$ cat config.mk
export PLATFORM = sky130hd
export DESIGN_NAME = servo_ramp
export DESIGN_NICKNAME = d
export VERILOG_FILES = /design/src/rtl/servo_ramp.sv
export SDC_FILE = /design/constraint.sdc
export NUM_CORES = 1
export LEC_CHECK = 0
export ABC_CLOCK_PERIOD_IN_PS = 12200
export CAP_MARGIN = 10
export CORE_ASPECT_RATIO = 1.2
export CORE_MARGIN = 2
export CORE_UTILIZATION = 66
export DETAILED_ROUTE_END_ITERATION = 8
export PLACE_DENSITY = 0.88
export SLEW_MARGIN = 40
export SYNTH_ARGS = -nofsm -noshare
export SYNTH_HDL_FRONTEND = slang
export SYNTH_SLANG_ARGS = --single-unit
$ cat constraint.sdc
create_clock -name clk -period 12.2 [get_ports clk]
set_clock_uncertainty 0.05 [all_clocks]
set_input_delay 1.83 -clock clk [delete_from_list [all_inputs] [get_ports clk]]
set_output_delay 1.83 -clock clk [all_outputs]
set_load 0.02 [all_outputs]
$ cat src/rtl/servo_ramp.sv
// Servo command stage: degrees -> pulse counts, slewed by at most SLEW per frame; optional IDLE_RELEASE_EN drops en after RELEASE_FRAMES idle frames.
// Latency: outputs change only in the cycle after frame_tick; accept-to-first-change is 1..PERIOD+1 cycles.
// Backpressure: cmd_ready is low while MOVING and during reset; commands offered then are held off, not dropped.
module servo_ramp #(
    parameter int PERIOD         = 199999,
    parameter int MIN_PULSE      = 5000,
    parameter int STEP_PER_DEG   = 56,
    parameter int MAX_DEG        = 180,
    parameter int SLEW           = 500,
    parameter int RELEASE_FRAMES = 50
) (
    input  logic        clk,
    input  logic        rst_n,
    input  logic [7:0]  cmd_deg,
    input  logic        cmd_valid,
    output logic        cmd_ready,
    output logic [23:0] angle,
    output logic        en,
    output logic        busy,
    output logic        frame_tick
);

    localparam int CW = (PERIOD > 0) ? $clog2(PERIOD + 1) : 1;
    localparam logic [CW-1:0] CNT_LAST = CW'(PERIOD);
    localparam logic [CW-1:0] CNT_PRE  = CW'(PERIOD - 1);
    localparam logic [23:0] MIN_P  = 24'(MIN_PULSE);
    localparam logic [23:0] STEP_C = 24'(STEP_PER_DEG);
    localparam logic [23:0] MAXD_C = 24'(MAX_DEG);
    localparam logic [23:0] SLEW_C = 24'(SLEW);

    // Parameter sets that cannot be represented are rejected at elaboration.
    if (PERIOD < 1 || RELEASE_FRAMES < 1 ||
        (longint'(MIN_PULSE) + longint'(MAX_DEG) * longint'(STEP_PER_DEG)) > 64'hFF_FFFF) begin : g_bad_params
        $error("servo_ramp: illegal parameter set");
    end

    typedef enum logic [1:0] {
        S_IDLE   = 2'd0,
        S_LOAD   = 2'd1,
        S_HOLD   = 2'd2,
        S_MOVING = 2'd3
    } state_t;

    state_t        state_q, state_d;
    logic [CW-1:0] cnt_q;
    logic          tick_q;
    logic [23:0]   angle_q, angle_d;
    logic [23:0]   target_q, target_d;
    logic          en_q, en_d;

    logic          accept;
    logic [23:0]   deg_ext, deg_clamped, cmd_pw;
    logic          step_up, step_near;
    logic [23:0]   step_dist, step_next;

    // Frame counter; frame_tick is registered so it lines up with cnt == PERIOD.
    always_ff @(posedge clk) begin
        if (!rst_n) begin
            cnt_q  <= '0;
            tick_q <= 1'b0;
        end else begin
            cnt_q  <= (cnt_q == CNT_LAST) ? '0 : cnt_q + 1'b1;
            tick_q <= (cnt_q == CNT_PRE);
        end
    end

    assign cmd_ready = rst_n && (state_q == S_IDLE || state_q == S_HOLD);
    assign accept    = cmd_valid && cmd_ready;

    always_comb begin
        deg_ext     = {16'd0, cmd_deg};
        deg_clamped = (deg_ext > MAXD_C) ? MAXD_C : deg_ext;
        cmd_pw      = MIN_P + deg_clamped * STEP_C;
    end

    // Unsigned magnitude compare avoids a signed subtract on the 24-bit path.
    always_comb begin
        step_up   = (target_q >= angle_q);
        step_dist = step_up ? (target_q - angle_q) : (angle_q - target_q);
        step_near = (step_dist <= SLEW_C);
        if (step_near) begin
            step_next = target_q;
        end else if (step_up) begin
            step_next = angle_q + SLEW_C;
        end else begin
            step_next = angle_q - SLEW_C;
        end
    end

`ifdef IDLE_RELEASE_EN
    localparam int RW = $clog2(RELEASE_FRAMES + 1);
    localparam logic [RW-1:0] REL_LAST = RW'(RELEASE_FRAMES - 1);
    logic [RW-1:0] rel_q, rel_d;
`endif

    always_comb begin
        state_d  = state_q;
        angle_d  = angle_q;
        target_d = target_q;
        en_d     = en_q;
`ifdef IDLE_RELEASE_EN
        rel_d    = '0;
`endif
        case (state_q)
            S_IDLE: begin
                en_d = 1'b0;
                if (accept) begin
                    target_d = cmd_pw;
                    state_d  = S_LOAD;
                end
            end
            S_LOAD: begin
                if (tick_q) begin
                    angle_d = target_q;
                    en_d    = 1'b1;
                    state_d = S_HOLD;
                end
            end
            S_HOLD: begin
                if (accept) begin
                    target_d = cmd_pw;
                    state_d  = S_MOVING;
                end
`ifdef IDLE_RELEASE_EN
                else if (tick_q) begin
                    if (rel_q == REL_LAST) begin
                        en_d    = 1'b0;
                        state_d = S_IDLE;
                    end else begin
                        rel_d = rel_q + 1'b1;
                    end
                end else begin
                    rel_d = rel_q;
                end
`endif
            end
            S_MOVING: begin
                if (tick_q) begin
                    angle_d = step_next;
                    if (step_near) begin
                        state_d = S_HOLD;
                    end
                end
            end
            default: begin
                state_d = S_IDLE;
            end
        endcase
    end

    always_ff @(posedge clk) begin
        if (!rst_n) begin
            state_q  <= S_IDLE;
            angle_q  <= '0;
            target_q <= '0;
            en_q     <= 1'b0;
`ifdef IDLE_RELEASE_EN
            rel_q    <= '0;
`endif
        end else begin
            state_q  <= state_d;
            angle_q  <= angle_d;
            target_q <= target_d;
            en_q     <= en_d;
`ifdef IDLE_RELEASE_EN
            rel_q    <= rel_d;
`endif
        end
    end

    assign angle      = angle_q;
    assign en         = en_q;
    assign busy       = (state_q == S_MOVING);
    assign frame_tick = tick_q;

endmodule

==> flow_summary.toml <==
[floorplanning]
start_util_pct = 67.6
die_w_um = 89.5
die_h_um = 107
dieArea_sq_um = 9530
io_pins = 39
core-area_sq_um = 8560
rows = 37

[power]
sequentialPowerShare_pct = 18.2
power_frac_comb_pct = 70.3
p_total_mw = 1.13
p_sw_share_pct = 50.1
power_density_nw_per_um2 = 181
p_int_mw = 0.564
power_switching_mw = 0.566
vdd_drop_max_v = 0.000137
leakagePower_nw = 2.59
power_frac_clock_pct = 11.4

[route]
ant_nets = 0
avgRoutedWirePerCell_um = 17.7
vias = 5842
drc = 0
drtIter0Drc = 467
avgViaCountPerCell = 6.53
drt_pass1_iterations = 5
wl_mm = 15.8

[synthesis]
synth.cell_area_sq_um = 5790
ys_seq_area_share_pct = 19.4
syn_inst = 768
ys_seq_elements = 56
async_reset_ff_share_pct = 0
synth-edff-count = 0
ys_warn_count = 0
synth_ff_type = "dfxtp_1"
synth_cell_types = 76
syn_avg_cell_area_sq_um = 7.53

[place]
port_buffers = 36
globalplace.congestion = 0.999
dpl_cell_area_sq_um = 6120
hpwl_mm = 11.9

[critical_path]
worstPathMaxFanout = 16
cp-start-kind = "register"
end_kind = "register"
path_class = "reg -> reg"
arrival_ns = 6.20
crit_required_ns = 12.42

[sta]
rsz0062_at_grt = "false"
slew_headroom_pct = 43.7
setup_tns_ns = 0
fin_crit_sh_pct = 49.0
fmax_mhz = 167
max_slew.worst_pin.slew_ns = 0.845
finalMaxSlewViolations = 0
finalHoldViolCount = 0
holdWs_ns = 0.447
fin_crit_ns = 5.98
setup_violations = 0

[grt]
track_usage_pct = 33.9
grt_pass1_wl_mm = 25.8
grt-ovfl-total = 0
grt_max_degree = 34
antenna_found_initial = 0
grt_pass1_vias = 5704

[final_layout]
area_delta_synth_final_pct = 7.72
nFillCells = 668
nNetsFinal = 854
post_route_cells_drive_above_1_share_pct = 3.73
antenna_cells = 0
multi_input_area_sq_um = 4240
fin_area_sq_um = 6230
regArea_sq_um = 1120

[clock_tree]
cts_tree = "yes"
postCtsResizedCells = 0
numCtsBuffers = 5
clock-sinks = 56
cts_setup_buffers = 0
cts_buffer_depth = 2
clk_pin_slew_ns = 0.11
cts-root-buf = "clkbuf_8"
clk_latency_ns = 0.33
cts_max_level = 2
cts_hold_buf = 0

[outcome]
status = "complete, no violations"

[flow_run]
maxCapViolCount = 0

[worst_hold_path]
hold_path.class = "reg -> reg"
## layer usage
metal / GRT usage (%) / vias to the layer above / part of all wire, %
li1: - / 2790 / -
met1: 39.8 / 2774 / 39
met2: 59.6 / 222 / 51
met3: 3.80 / 56 / 5.5
met4: 16.7 / 0 / 4.6
met5: 0 / - / 0
## cell usage after synthesis, types with 3 or more instances
master / instances / share of area [%]
inv_1: 62 / 4.0
nor2_1: 60 / 3.9
a21oi_1: 59 / 5.1
dfxtp_1: 56 / 19
ha_1: 56 / 12
nand3_1: 54 / 4.7
o21ai_0: 53 / 4.6
nand2_1: 42 / 2.7
xnor2_1: 28 / 4.2
clkbuf_1: 25 / 1.6
xor2_1: 24 / 3.6
a21o_1: 19 / 2.5
nand4_1: 17 / 1.8
nor3_1: 17 / 1.5
a31oi_1: 15 / 1.6
o21ai_1: 11 / 0.95
fa_1: 10 / 3.5
nand2b_1: 10 / 1.1
o211ai_1: 10 / 1.3
a211oi_1: 8 / 1.0
o21bai_1: 8 / 1.0
and2_1: 7 / 0.76
o21a_1: 6 / 0.78
a22oi_1: 5 / 0.65
and3_1: 5 / 0.54
buf_6: 5 / 0.97
nor2b_1: 5 / 0.54
nor4_1: 5 / 0.54
nor4b_1: 5 / 0.76
or2_2: 5 / 0.54
or3_1: 5 / 0.54
or4_1: 4 / 0.52
a211o_1: 3 / 0.45
buf_4: 3 / 0.39
mux2i_1: 3 / 0.52
nand3b_1: 3 / 0.39
o31a_1: 3 / 0.45
o31ai_1: 3 / 0.39
## cell usage in the layout (no fill, tap or decap), types with 7 or more instances in the layout
cell type and n:
a211oi_1 8, a21o_1 19, a21oi_1 59, a31oi_1 15, and2_1 7, clkdlybuf4s50_1 36, dfxtp_1 56, fa_1 10
ha_1 56, inv_1 62, nand2_1 42, nand2b_1 10, nand3_1 54, nand4_1 17, nor2_1 60, nor3_1 17
o211ai_1 10, o21ai_0 53, o21ai_1 10, o21bai_1 8, xnor2_1 28, xor2_1 24
## worst paths after layout
path	start	to	slack (ns)	cells past startpoint
min reg2reg	cnt_q[0]	cnt_q[0]	0.45	1
max	angle[14]	angle[23]	6.22	18
min	cnt_q[0]	cnt_q[0]	0.45	1
max reg2reg	angle[14]	angle[23]	6.22	18
## critical path, stage by stage, from the launching register on
cell and delay, ns:
dfxtp_1 0.41, inv_1 0.06, ha_1 0.54, nand4b_1 0.35, nor4_1 0.54, a211oi_1 0.12
nor2_1 0.45, inv_1 0.45, ha_1 0.40, a21o_1 0.17, a21o_1 0.20, and3_1 0.19
o21ai_0 0.26, a21oi_1 0.16, o31ai_1 0.47, a21oi_1 0.18, or4_1 0.50, a211o_1 0.27
o22ai_1 0.13
## registers in the layout, summed over array words and instances, names as in the netlist
name,cells
angle,22
cnt_q,18
en,1
frame_tick,1
state_q,2
target_q,12
## logic make-up after synthesis
logic type	synth area share [%]
fa+ha+maj	15.6
buf+inv	7.44
mux	0.519
flops	19.4
other cells	0.0648
xor+xnor	7.87
simple gates	22.5
compound gates	26.6
## metrics by stage
| stage | util [%] | cells | worst slack [ns] |
|---|---|---|---|
| final | 72.8 | 895 | 6.22 |
| after global routing | 72.8 | 895 | 5.82 |
| after CTS | 72.8 | 895 | 6.29 |
| after detailed placement | 71.5 | 887 | 6.01 |
| after global placement | 71.4 | 887 | 6.24 |
| after floorplan | - | 769 | 6.87 |
## power groups by stage
| stage | clock network [mW] | logic, mW | registers [mW] |
|---|---|---|---|
| detailed placement | 0 | 0.766 | 0.210 |
| floorplan | 0 | 0.631 | 0.204 |
| global placement | 0 | 0.753 | 0.209 |
| CTS | 0.128 | 0.774 | 0.206 |
| global route | 0.134 | 0.866 | 0.207 |
| finish | 0.129 | 0.794 | 0.206 |
## layout make-up
class | count | area share (%)
inverter | 63 | 3.79
multi-input combinational | 613 | 68.1
clock inverter | 2 | 0.622
timing repair buffer | 38 | 6.02
tap | 117 | 2.35
sequential | 56 | 18.0
clock buffer | 6 | 1.16
Note: power is estimated with default switching activity, not from simulation.
